File: src/rtl/pulse_generator_pkg.sv
// Shared types and constants for the pulse generator.
//   state_t        : FSM encoding (IDLE, ACTIVE, GAP)
//   GAP_CNT_WIDTH  : width of the inter-pulse gap counter (MIN_GAP is 1..255)
package pulse_generator_pkg;

  typedef enum logic [1:0] {
    IDLE   = 2'd0,
    ACTIVE = 2'd1,
    GAP    = 2'd2
  } state_t;

  localparam int GAP_CNT_WIDTH = 8;

endpackage

File: src/rtl/rising_edge_detector.sv
// Rising-edge detector for a level input.
//   clock       : rising-edge clock
//   resetn      : synchronous active-low reset, clears the history register
//   signal      : level input
//   rising_edge : high while signal is 1 and was 0 at the previous clock edge
// The history register resets to 0, so a signal that is already high when
// reset releases is reported as an edge on the first edge after release.
module rising_edge_detector (
  input  logic clock,
  input  logic resetn,
  input  logic signal,
  output logic rising_edge
);

  logic signal_q;

  always_ff @(posedge clock) begin
    if (!resetn) begin
      signal_q <= 1'b0;
    end else begin
      signal_q <= signal;
    end
  end

  assign rising_edge = signal & ~signal_q;

endmodule

File: src/rtl/pulse_generator.sv
// Pulse generator: each 0->1 transition of trigger requests one output pulse
// of max(length,1) cycles. Pulses are separated by at least MIN_GAP low
// cycles; requests arriving while a pulse or gap is in progress are queued in
// a saturating pending counter and replayed back-to-back.
//   clock       : rising-edge clock
//   resetn      : synchronous active-low reset
//   trigger     : level request input
//   length      : pulse duration, sampled when a pulse starts
//   pulse       : registered output pulse
//   busy        : registered, high when state != IDLE or pending != 0
//   overflow    : one-cycle flag, a request was dropped (pending saturated)
//   state_dbg   : current FSM state (state_t encoding)
//   pending_dbg : current pending-request count
module pulse_generator
  import pulse_generator_pkg::*;
#(
  parameter int LENGTH_WIDTH  = 8,
  parameter int MIN_GAP       = 1,
  parameter int PENDING_WIDTH = 4
) (
  input  logic                     clock,
  input  logic                     resetn,
  input  logic                     trigger,
  input  logic [LENGTH_WIDTH-1:0]  length,
  output logic                     pulse,
  output logic                     busy,
  output logic                     overflow,
  output logic [1:0]               state_dbg,
  output logic [PENDING_WIDTH-1:0] pending_dbg
);

  localparam logic [GAP_CNT_WIDTH-1:0] GAP_LOAD = GAP_CNT_WIDTH'(MIN_GAP - 1);
  localparam logic [PENDING_WIDTH-1:0] PEND_MAX = {PENDING_WIDTH{1'b1}};

  state_t                   state;
  logic [LENGTH_WIDTH-1:0]  dur_cnt;
  logic [GAP_CNT_WIDTH-1:0] gap_cnt;
  logic [PENDING_WIDTH-1:0] pending;
  logic                     req;
  logic [LENGTH_WIDTH-1:0]  dur_load;

  rising_edge_detector u_edge (
    .clock       (clock),
    .resetn      (resetn),
    .signal      (trigger),
    .rising_edge (req)
  );

  // Counter counts down to 0, so a length of N needs N-1; length 0 acts as 1.
  assign dur_load = (length == '0) ? '0 : length - LENGTH_WIDTH'(1);

  always_ff @(posedge clock) begin
    if (!resetn) begin
      state    <= IDLE;
      dur_cnt  <= '0;
      gap_cnt  <= '0;
      pending  <= '0;
      pulse    <= 1'b0;
      busy     <= 1'b0;
      overflow <= 1'b0;
    end else begin
      overflow <= 1'b0;
      case (state)
        IDLE: begin
          // pending is always 0 here, so busy simply follows the request.
          if (req) begin
            state   <= ACTIVE;
            dur_cnt <= dur_load;
            pulse   <= 1'b1;
            busy    <= 1'b1;
          end else begin
            busy    <= 1'b0;
          end
        end

        ACTIVE: begin
          busy <= 1'b1;
          if (dur_cnt == '0) begin
            state   <= GAP;
            gap_cnt <= GAP_LOAD;
            pulse   <= 1'b0;
          end else begin
            dur_cnt <= dur_cnt - LENGTH_WIDTH'(1);
          end
          if (req) begin
            if (pending == PEND_MAX) overflow <= 1'b1;
            else                     pending  <= pending + PENDING_WIDTH'(1);
          end
        end

        GAP: begin
          if (gap_cnt == '0) begin
            if ((pending != '0) || req) begin
              state   <= ACTIVE;
              dur_cnt <= dur_load;
              pulse   <= 1'b1;
              busy    <= 1'b1;
              // A queued request is consumed; a same-edge request replaces it
              // (net 0). With nothing queued the new request is consumed.
              if ((pending != '0) && !req) pending <= pending - PENDING_WIDTH'(1);
            end else begin
              state <= IDLE;
              busy  <= 1'b0;
            end
          end else begin
            gap_cnt <= gap_cnt - GAP_CNT_WIDTH'(1);
            busy    <= 1'b1;
            if (req) begin
              if (pending == PEND_MAX) overflow <= 1'b1;
              else                     pending  <= pending + PENDING_WIDTH'(1);
            end
          end
        end

        default: begin
          state <= IDLE;
          pulse <= 1'b0;
          busy  <= 1'b0;
        end
      endcase
    end
  end

  assign state_dbg   = state;
  assign pending_dbg = pending;

endmodule

File: config.mk
export PLATFORM = sky130hd
export DESIGN_NAME = pulse_generator
export DESIGN_NICKNAME = d
export VERILOG_FILES = /design/src/rtl/pulse_generator_pkg.sv /design/src/rtl/rising_edge_detector.sv /design/src/rtl/pulse_generator.sv
export SDC_FILE = /design/constraint.sdc
export NUM_CORES = 1
export LEC_CHECK = 0
export ABC_AREA = 1
export CORE_MARGIN = 5
export CORE_UTILIZATION = 57
export DETAILED_ROUTE_END_ITERATION = 10
export PLACE_DENSITY_LB_ADDON = 0.12
export REMOVE_ABC_BUFFERS = 1
export SLEW_MARGIN = 15
export SYNTH_ARGS = -nofsm -noshare
export SYNTH_HDL_FRONTEND = slang
export SYNTH_SLANG_ARGS = --single-unit
File: constraint.sdc
create_clock -name clock -period 1.68 [get_ports clock]
set_input_delay 0.168 -clock clock [delete_from_list [all_inputs] [get_ports clock]]
set_output_delay 0.168 -clock clock [all_outputs]
set_load 0.02 [all_outputs]
==> impl_metrics.csv <==
group,metric,value,unit
run_status,status,"completed",
setup_path,r2r_slack,130,ps
setup_path,endpoint_kind,"output port",
floorplanning,die-height,68.9,um
setup_path,cp_slowest_cell,"clkdlybuf4s50_1",
sta,finalCritPeriodShare,92.8,%
synthesis,synthCells,304,
setup_path,cp_num_cells,1,
synthesis,ys_ff_latch,26,
grt,grt_max_degree,16,
sta,fin_skew,8.86,ps
setup_path,worstPathRequired,1510,ps
floorplanning,io_pins,20,
setup_path,critical_path_class,"reg -> out",
clocking,htree_levels,1,
placement,gp_congestion,0.869,
worst_hold_path,hold_path.class,"in -> reg",
grt,grt_pass1_vias,1698,
placement,portBuffers,19,
synthesis,yosys.cell_types.count,33,
grt,grt_pass1_wl,7.33,mm
synthesis,synth_area_per_cell,6.50,sq um
detailed_routing,vias_per_cell,5.09,
clocking,cts_hold_buf,0,
placement,dpl.hpwl,3.39,mm
layout,instances_no_fill,378,
sta,worst_pin_slew,356,ps
worst_hold_path,whs_path_depth,3,
layout,nets,356,
setup_path,cp_top_family,"buffers and inverters",
floorplanning,coreArea,3340,sq um
setup_path,max_stage_delay,630,ps
synthesis,synthesis.area,1980,sq um
clocking,cts_setup_buffers,0,
clocking,ctsRootBufferMaster,"clkbuf_4",
detailed_routing,drtIter0Drc,151,
clocking,clkLatencyLatePin,330,ps
grt,grt_overflow_total,0,
placement,dp.cells,374,
synthesis,synth_top_area_share,26.3,%
floorplanning,start_util,59.2,%
floorplanning,die_area,4740,sq um
setup_path,r2r_cells,7,
grt,antenna_found_initial,0,
setup_path,startpoint_type,"flip-flop",
detailed_routing,drt-wirelength-per-cell,11.4,um
synthesis,ys_warn_count,0,
sta,whs,402,ps
sta,drv_slew,0,
setup_path,cp_cell_sequence,"clkdlybuf4s50_1",
grt,grt_usage,20.1,%
layout,final_layout_size_suffix_gt1_share,15.7,%
synthesis,ys_seq_area_share,26.3,%
layout,n_antenna_cell,0,
setup_path,cp_max_fo,5,
sta,layout_min_cycle_time,1560,ps
run,drv_cap,0,
clocking,cts.sinks,26,
sta,relSlewSlack,76.1,%
detailed_routing,route.detailed.drc,0,
power,vdd_drop_max,1.04,mV
sta,timing.fmax,0.641,GHz
synthesis,synthTopCellsByArea,"dfxtp_1 26%, nand2_1 14%, nor2_1 8.4%, ha_1 7.6%, nand3_1 6.6%",
detailed_routing,first_pass_iters,4,
setup_path,critPathArrivalTime,1390,ps
floorplanning,rows,21,
synthesis,yosys.area.top_type,"dfxtp_1",
detailed_routing,vias,1924,
clocking,cts.path.max_buffers,2,
sta,setup_viol,0,
power,cellPowerDensity,1910,nW/um^2
setup_path,path_buf_inv,1,
clocking,cts_tree,"yes",
detailed_routing,ant_nets,0,
layout,area_delta_synth_final,18.9,%
sta,hold_viol,0,
clocking,clkTransAtPathRegs,150,ps
clocking,cts_made_buffers,3,
power,leakagePower,1.13,nW
floorplanning,dieWidth,68.9,um
detailed_routing,drt-total-wl,4.33,mm
==> path summary, 6_finish.rpt <==
kind / startpoint / end
hold reg to reg: gap_cnt[7] / gap_cnt[7]
hold / removal: trigger / u_edge.signal_q
setup reg to reg: dur_cnt[0] / gap_cnt[0]
setup / recovery: pending_dbg[3] / pending_dbg[3]
==> cell usage after synthesis (all sizes together) <==
| master | number |
|---|---|
| a31oi | 1 |
| nand4 | 5 |
| or2 | 2 |
| o21a | 1 |
| inv | 34 |
| o21bai | 1 |
| dfxtp | 26 |
| clkinv | 2 |
| a21oi | 19 |
| nor3 | 3 |
| o211ai | 1 |
| ha | 12 |
| xor2 | 7 |
| a21boi | 1 |
| nand3 | 28 |
| nand2 | 83 |
| xnor2 | 2 |
| nor2 | 51 |
| clkbuf | 2 |
| buf | 3 |
| o21ai | 20 |
==> timing repair <==
| action | 4_1_cts | 5_1_grt |
|---|---|---|
| gates cloned | 0 | 0 |
| endpoints found under the setup margin | 4 | 20 |
| resized for setup | 2 | 10 |
==> layout by cell type, fill, tap and decap left out, types with 9 or more instances in the layout <==
master	netlist	layout
a21oi_1	19	19
buf_4	0	10
nand2_1	73	73
ha_1	12	9
nand3_1	26	25
clkdlybuf4s50_1	0	18
o21ai_1	12	12
dfxtp_1	26	22
nor2_1	44	44
inv_1	30	28
==> kinds of logic after synthesis <==
family / share of synthesized area (%)
AO/OA/AOI/OAI: 12.7
XOR/XNOR: 3.99
adder cells (fa/ha/maj): 7.60
buffers and inverters: 8.11
flip-flops: 26.3
AND/OR/NAND/NOR: 41.2
==> layout make-up <==
| class | count | area (sq um) |
|---|---|---|
| timing repair buffer | 29 | 264 |
| clock buffer | 3 | 22.5 |
| fill | 300 | 987 |
| tap | 46 | 57.6 |
| inverter | 36 | 138 |
| clock inverter | 1 | 30.0 |
| multi-input combinational | 237 | 1310 |
| sequential | 26 | 526 |
==> sequential cells by signal, summed over array words and instances (netlist names) <==
register,flops
dur_cnt,8
busy,1
gap_cnt,8
u_edge.signal_q,1
pulse,1
pending_dbg,4
state_dbg,2
overflow,1
==> metrics by stage <==
step	TNS [ps]	setup slack, ps	util (%)	cell area, sq um	total power, W
after CTS	0	9.10	69.8	2330	0.00443
after global placement	-1.21	-1.21	68.2	2280	0.00392
final	0	120	70.4	2350	0.00448
after detailed placement	-267	-74.6	68.2	2280	0.00398
after floorplan	0	66.6	-	1950	0.00326
after global routing	-20.3	-13.7	70.4	2350	0.00493
==> layer usage <==
| metal | track usage (%) | wire length (um) | vias up |
|---|---|---|---|
| met5 | 0 | 0 | - |
| met4 | 4.38 | 37 | 0 |
| met3 | 2.43 | 153 | 4 |
| met2 | 32.4 | 1900 | 38 |
| met1 | 28.6 | 2240 | 846 |
| li1 | - | - | 1036 |
==> power by group <==
group | internal [W] | switching [W] | total [W]
logic | 0.00121 | 0.00181 | 0.00302
registers | 0.000830 | 0.000192 | 0.00102
clock network | 0.000241 | 0.000195 | 0.000436
No activity file was read; power rests on OpenSTA's default activity.
